$ cat src/rtl/hazard_stall_ctrl.sv
// hazard_stall_ctrl: interlock-only hazard unit for a 5-stage pipeline with no
// forwarding. Detects RAW hazards between decode sources and the E/M/W
// destinations, stalls F/D while bubbling D/E for the required number of
// cycles, and gives a taken redirect priority over any stall.
// Optional performance counters are built when HAZARD_PERF_CNT_EN is defined;
// otherwise the counter ports are tied to zero.
module hazard_stall_ctrl #(
  parameter int unsigned CNT_W = 32
) (
  input  logic             clk_i,
  input  logic             rst_i,
  input  logic [4:0]       rs1_D,
  input  logic [4:0]       rs2_D,
  input  logic             use_rs1_D,
  input  logic             use_rs2_D,
  input  logic [4:0]       rd_E,
  input  logic [4:0]       rd_M,
  input  logic [4:0]       rd_W,
  input  logic             reg_write_E,
  input  logic             reg_write_M,
  input  logic             reg_write_W,
  input  logic             pc_sel_E,
  output logic             stall_F,
  output logic             stall_D,
  output logic             flush_D,
  output logic             flush_E,
  output logic [CNT_W-1:0] stall_cnt_o,
  output logic [CNT_W-1:0] flush_cnt_o
);

  typedef enum logic {
    RUN,
    STALL
  } state_t;

  state_t     state;
  logic [1:0] rem;
  logic       hit_E;
  logic       hit_M;
  logic       hit_W;
  logic [1:0] need;

  // Hazard detection: youngest matching producer sets the stall length.
  always_comb begin
    hit_E = reg_write_E && (rd_E != '0) &&
            ((use_rs1_D && (rs1_D == rd_E)) || (use_rs2_D && (rs2_D == rd_E)));
    hit_M = reg_write_M && (rd_M != '0) &&
            ((use_rs1_D && (rs1_D == rd_M)) || (use_rs2_D && (rs2_D == rd_M)));
    hit_W = reg_write_W && (rd_W != '0) &&
            ((use_rs1_D && (rs1_D == rd_W)) || (use_rs2_D && (rs2_D == rd_W)));
    if (hit_E)      need = 2'd3;
    else if (hit_M) need = 2'd2;
    else if (hit_W) need = 2'd1;
    else            need = 2'd0;
  end

  // Control outputs: redirect beats stall; reset forces everything low
  // immediately since these are combinational.
  always_comb begin
    stall_F = 1'b0;
    stall_D = 1'b0;
    flush_D = 1'b0;
    flush_E = 1'b0;
    if (!rst_i) begin
      if (pc_sel_E) begin
        flush_D = 1'b1;
        flush_E = 1'b1;
      end else if ((state == STALL) || (need != 2'd0)) begin
        stall_F = 1'b1;
        stall_D = 1'b1;
        flush_E = 1'b1;
      end
    end
  end

  // Stall sequencer: the first stall cycle is issued from RUN, remaining
  // cycles are counted down in STALL without re-evaluating hazards.
  always_ff @(posedge clk_i or posedge rst_i) begin
    if (rst_i) begin
      state <= RUN;
      rem   <= '0;
    end else if (pc_sel_E) begin
      state <= RUN;
      rem   <= '0;
    end else begin
      case (state)
        RUN: begin
          if (need != 2'd0) begin
            rem   <= need - 2'd1;
            state <= (need > 2'd1) ? STALL : RUN;
          end
        end
        STALL: begin
          rem <= rem - 2'd1;
          if (rem == 2'd1) state <= RUN;
        end
        default: begin
          state <= RUN;
          rem   <= '0;
        end
      endcase
    end
  end

`ifdef HAZARD_PERF_CNT_EN
  // Saturating performance counters for stall and redirect cycles.
  always_ff @(posedge clk_i or posedge rst_i) begin
    if (rst_i) begin
      stall_cnt_o <= '0;
      flush_cnt_o <= '0;
    end else begin
      if (stall_D && (stall_cnt_o != '1)) stall_cnt_o <= stall_cnt_o + CNT_W'(1);
      if (pc_sel_E && (flush_cnt_o != '1)) flush_cnt_o <= flush_cnt_o + CNT_W'(1);
    end
  end
`else
  assign stall_cnt_o = '0;
  assign flush_cnt_o = '0;
`endif

endmodule

$ cat config.mk
export PLATFORM = sky130hd
export DESIGN_NAME = hazard_stall_ctrl
export DESIGN_NICKNAME = d
export VERILOG_FILES = /design/src/rtl/hazard_stall_ctrl.sv
export SDC_FILE = /design/constraint.sdc
export NUM_CORES = 1
export LEC_CHECK = 0
export BUFFER_PORTS_ARGS = -buffer_cell sky130_fd_sc_hd__buf_2
export CAP_MARGIN = 30
export CORE_MARGIN = 10
export CORE_UTILIZATION = 41
export DETAILED_ROUTE_END_ITERATION = 10
export GPL_ROUTABILITY_DRIVEN = 0
export PLACE_DENSITY = 0.95
export SYNTH_ARGS = -nofsm -noshare
export SYNTH_HDL_FRONTEND = slang
export SYNTH_SLANG_ARGS = --single-unit
$ cat constraint.sdc
create_clock -name clk_i -period 9.2 [get_ports clk_i]
set_clock_uncertainty 0.2 [all_clocks]
set_input_delay 2.3 -clock clk_i [delete_from_list [all_inputs] [get_ports clk_i]]
set_output_delay 2.3 -clock clk_i [all_outputs]
set_load 0.05 [all_outputs]
## Yosys cells after proc, flatten, opt, wreduce, memory -nomap -nowiden

Index checks and enable logic that the tools add are counted.

| word-level totals | value |
|---|---|
| register bits | 3 |
| bits in latches | 0 |
| bits in writable memories | 0 |
| memory bits (read-only) | 0 |
| bits of input ports | 33 |
| memories kept | 0 |

| operators by class | value |
|---|---|
| add/sub/neg operators | 2 |
| multiply operators | 0 |
| div/mod/pow operators | 0 |
| $lt $le $gt $ge | 1 |
| eq/ne operators | 8 |
| shift-type cells | 0 |
| mux-type cells | 18 |
| bitwise gates (word level) | 1 |
| reduce and logical (&&, ||, !) cells | 20 |

Operators with widths:

| cell | count |
|---|---|
| == test 5 bit | 6 |
| nonzero test 5 bit | 3 |
| logical AND 1 bit | 12 |
| 2-to-1 mux 1 bit | 12 |
| 2-to-1 mux 2 bit | 4 |
| logical OR 1 bit | 4 |
| case mux 2 bit (2 select lines) | 1 |
| subtractor 2 x 1 -> 2 bit, second input constant | 2 |
| inequality test 3 bit, second input constant | 1 |
| == test 2 x 1 -> 1 bit, second input constant | 1 |
| > comparator 2 x 1 -> 1 bit, second input constant | 1 |
| case mux 1 bit (2 select lines) | 1 |
| nonzero test 2 bit | 1 |
| inverter 1 bit | 1 |

## Logic depth before layout (Yosys ltp)

| depth | value |
|---|---|
| word-level depth | 12 |
| gate-level depth with buffers | 12 |

## Worst setup path after synthesis

No wires, ideal clock.

| timing path | value |
|---|---|
| path type | in2out |
| start point | input port rd_M[1] |
| end point | output port stall_F |
| arrival time | 5070 ps |
| slack | 1630 ps |
| stages on the path | 8 |
| path buffers | 1 |
| path through | or4_1 o211ai_2 o2111a_1 nor2_1 ha_1 nor2b_1 nor3_1 buf_4 |

| on the way | value |
|---|---|
| longest elaborated chain between the ends | 11 |

RTL lines:

| item | RTL line | source |
|---|---|---|
| from (decl) | 17 | `input logic [4:0] rd_M,` |
| == test 5 bit | 48 | `((use_rs1_D && (rs1_D == rd_M)) \|\| (use_rs2_D && (rs2_D == rd_M)));` |
| logical AND 1 bit | 48 |  |
| logical OR 1 bit | 48 |  |
| logical AND 1 bit * | 47 | `hit_M = reg_write_M && (rd_M != '0) &&` |
| 2-to-1 mux 2 bit * | 52 | `else if (hit_M) need = 2'd2;` |
| 2-to-1 mux 2 bit * | 51 | `if (hit_E) need = 2'd3;` |
| nonzero test 2 bit * | 68 | `end else if ((state == STALL) \|\| (need != 2'd0)) begin` |
| logical OR 1 bit * | 68 |  |
| 2-to-1 mux 1 bit * (3 in a row) | - |  |
| to (decl) | 23 | `output logic stall_F,` |

Every way passes the cells marked *; elsewhere a longest branch is shown, timed or not.

## Worst setup path after layout

| timing path | value |
|---|---|
| start point | input port rd_M[1] |
| end point | output port stall_D |

| on the way | value |
|---|---|
| longest elaborated chain between the ends | 11 |

RTL lines:

| item | RTL line | source |
|---|---|---|
| == test 5 bit | 48 |  |
| logical AND 1 bit | 48 |  |
| logical OR 1 bit | 48 |  |
| logical AND 1 bit * | 47 |  |
| 2-to-1 mux 2 bit * | 52 |  |
| 2-to-1 mux 2 bit * | 51 |  |
| nonzero test 2 bit * | 68 |  |
| logical OR 1 bit * | 68 |  |
| 2-to-1 mux 1 bit * | 68 |  |
| 2-to-1 mux 1 bit * | 65 | `if (pc_sel_E) begin` |
| 2-to-1 mux 1 bit * | 64 | `if (!rst_i) begin` |
| to (decl) | 24 | `output logic stall_D,` |

Marked as above.

==> metrics.md <==
| Metric | Value |
|---|---|
| Area Growth Syn to Fin | `-0.6749%` |
| Crit path launch type | `input pin` |
| Final setup violating endpoints | `0` |
| Post-synthesis sequential area ratio | `between 6 and 7%` |
| Count leader, synth | `buf_4` |
| Register bit count reported by yosys | `3` |
| Mapped Cells | `between 100 and 150` |
| GR Overflow Total | `0` |
| Number of remaining DRC errors | `0` |
| Hold_buf cts | `0` |
| Period utilization | `73.99%` |
| Critical path capture point type | `output pin` |
| Final hold vios | `0` |
| Total CTS buffers | `3` |
| Status | `complete, no violations` |
| Layout cells sized above 1 | `23.50%` |
| Initial Utilization | `44.10%` |
| First-pass GRT wire length | `roughly 4400 um` |
| Vias | `~840` |
| Setup ws final | `approximately 2400 ps` |
| Fill count | `about 260` |
| Power density cells | `between 100 and 150 mW/mm^2` |
| IO Port Bufs | `36` |
| Max Freq | `146.9 MHz` |
| Vias in the first global route | `between 900 and 1000` |
| CTS tree | `done` |
| Post-synth top cells | `buf_4, xor2_1, xnor2_1` |
| Initial drt markers | `16` |
| RSZ-0062 raised after global routing | `false` |
| Post-CTS resize count | `0` |
| I/O pin total | `slightly above 100` |
| TritonRoute pass-1 iters | `4` |
| CTS max path bufs | `2` |
| Placed insts | `around 210` |
| Detailed placement HPWL | `roughly 2700 um` |
| Fin nets | `~220` |
| Clock Tree Root | `clkbuf_4` |
| H-tree levels | `1` |
| Multi-input logic area | `about 770 sq um` |
| WP data required | `about 6700 ps` |
| Fin cells | `about 210` |
| Min Tclk post-route | `roughly 6800 ps` |
| Largest net degree at the start of global routing | `7` |
| CTS clk-pin slew, worst paths | `about 40 ps` |
| Clk_lat worst skew | `approximately 240 ps` |
| CTS sink count | `3` |
| Synth area leader | `buf_4` |
| Path type of the worst setup path | `input pin to output pin` |
| Wirelength per Cell | `roughly 13 um` |
| N_diodes | `0` |
| DP Area | `0.001079 sq mm` |
| CP arrival | `~4300 ps` |
| Final Cell Area | `0.001105 sq mm` |
| Yosys top cell area share | `a little over two fifths` |
| Synth cell types | `26` |
| Antenna-violating nets left | `0` |
| Die area | `0.005196 sq mm` |
| IR Drop Worst-Case VDD | `~0.06 mV` |
| WL final | `2839 um` |
| WHS | `approximately 390 ps` |
| Initial antenna violation count | `0` |
| Setup TNS | `0 ps` |
| Syn Area/Cell | `between 7 and 8 sq um` |
| Register area | `between 70 and 80 sq um` |
| Slew Limit Fails | `0` |
| Postcts setup bufs | `0` |
| Cell Area, Synth | `between 0.001 and 0.0015 sq mm` |
| Chip height | `72.09 um` |
| Most used DFF post-synth | `dfrtp_1` |
| Core Rows | `18` |
| Max cap viols | `0` |
| LEAKAGE | `about 0.0006 uW` |
| Hold/Removal Path Class | `flop to flop` |
| Area contributors post-synth | `buf_4, xor2_1, xnor2_1` |
| Tot GR Track Use | `roughly a tenth` |
| CORE AREA | `roughly 0.0025 sq mm` |
| Yosys warns | `0` |
| Pre-CTS setup slack | `about 2400 ps` |
| Die width | `72.09 um` |
| Post-synth EDFFs | `0` |
| Asr flop ratio synth | `between 90% and 100%` |
| Routed vias/inst | `roughly 3.9` |
| CP max FO | `5` |
[cells by family (layout without fill, tap and decap cells)]
logic type / after synthesis / after routing / synth area share, %
fa+ha+maj: 2 / 2 / 2.249
other cells: 1 / 64 / 0.3371
xor+xnor: 30 / 30 / 23.62
flops: 3 / 3 / 6.749
simple gates: 29 / 29 / 14.06
buf+inv: 70 / 45 / 45.56
compound gates: 10 / 10 / 7.423
[flip-flops by register name, indices dropped and copies added, names as in the netlist]
| register | flops |
|---|---|
| rem | 2 |
| state | 1 |
[per-stage QoR]
| step | power, uW | util (%) |
|---|---|---|
| after CTS | 132.7 | 43.80 |
| after global placement | 106.9 | 42.76 |
| after floorplan | 113.6 | - |
| final | 133.3 | 43.80 |
| after detailed placement | 107.9 | 42.76 |
| after global routing | 142.0 | 43.80 |
[path summary, 6_finish.rpt]
kind	depth (start not counted)	to	slack, ps	startpoint
worst max-delay path	9	stall_D	2390	rd_M[1]
worst min-delay path	2	rem[0]	390	rem[0]
worst max register to register	3	rem[1]	8030	rem[0]
worst min register to register	2	rem[0]	390	rem[0]
max in group asynchronous	2	rem[0]	6920	rst_i
min in group asynchronous	2	rem[1]	1750	rst_i
[power breakdown]
part           switching, uW  internal, uW
Sequential             0.913          14.4
Clock                   7.72          16.3
Combinational           77.6          16.4
[cell type report]
type | instances | area share (%)
clock buffers | 4 | 2.378
flip-flops and latches | 3 | 6.795
multi-input cells | 135 | 69.42
inverters | 5 | 1.699
repair buffers | 36 | 16.31
well taps | 30 | 3.398
[layer usage]
| metal | up-vias | GRT usage (%) | part of all wire, % |
|---|---|---|---|
| met5 | - | 0 | 0 |
| met4 | 0 | 1.935 | 0 |
| met3 | 0 | 6.122 | 13 |
| met2 | 55 | 18.08 | 53 |
| met1 | 365 | 9.399 | 34 |
| li1 | 419 | - | - |
[placed cells by master, fill, tap and decap left out]
cell and instances:
nor2_1 6, xor2_1 16, o2111a_1 1, buf_2 36
o31a_1 1, nand2_1 5, o21ai_1 1, clkbuf_1 1
or4_1 3, nor2b_1 1, nor4_1 4, a21oi_1 3
nor3_1 1, inv_1 5, and3_1 2, nand4_1 2
nand3b_1 1, nand3_1 3, and2_4 1, clkbuf_4 3
o211ai_2 1, a21oi_2 1, dfrtp_1 3, o221ai_2 1
ha_1 2, conb_1 64, xnor2_1 14, o22ai_1 1
[worst max-delay path: stages]
cell and delay (ps):
buf_2 120, or4_1 540, o211ai_2 190, o2111a_1 220
nor2_1 50, ha_1 230, nor2b_1 160, nor3_1 200
buf_2 310
(Power assumes the default switching activity.)
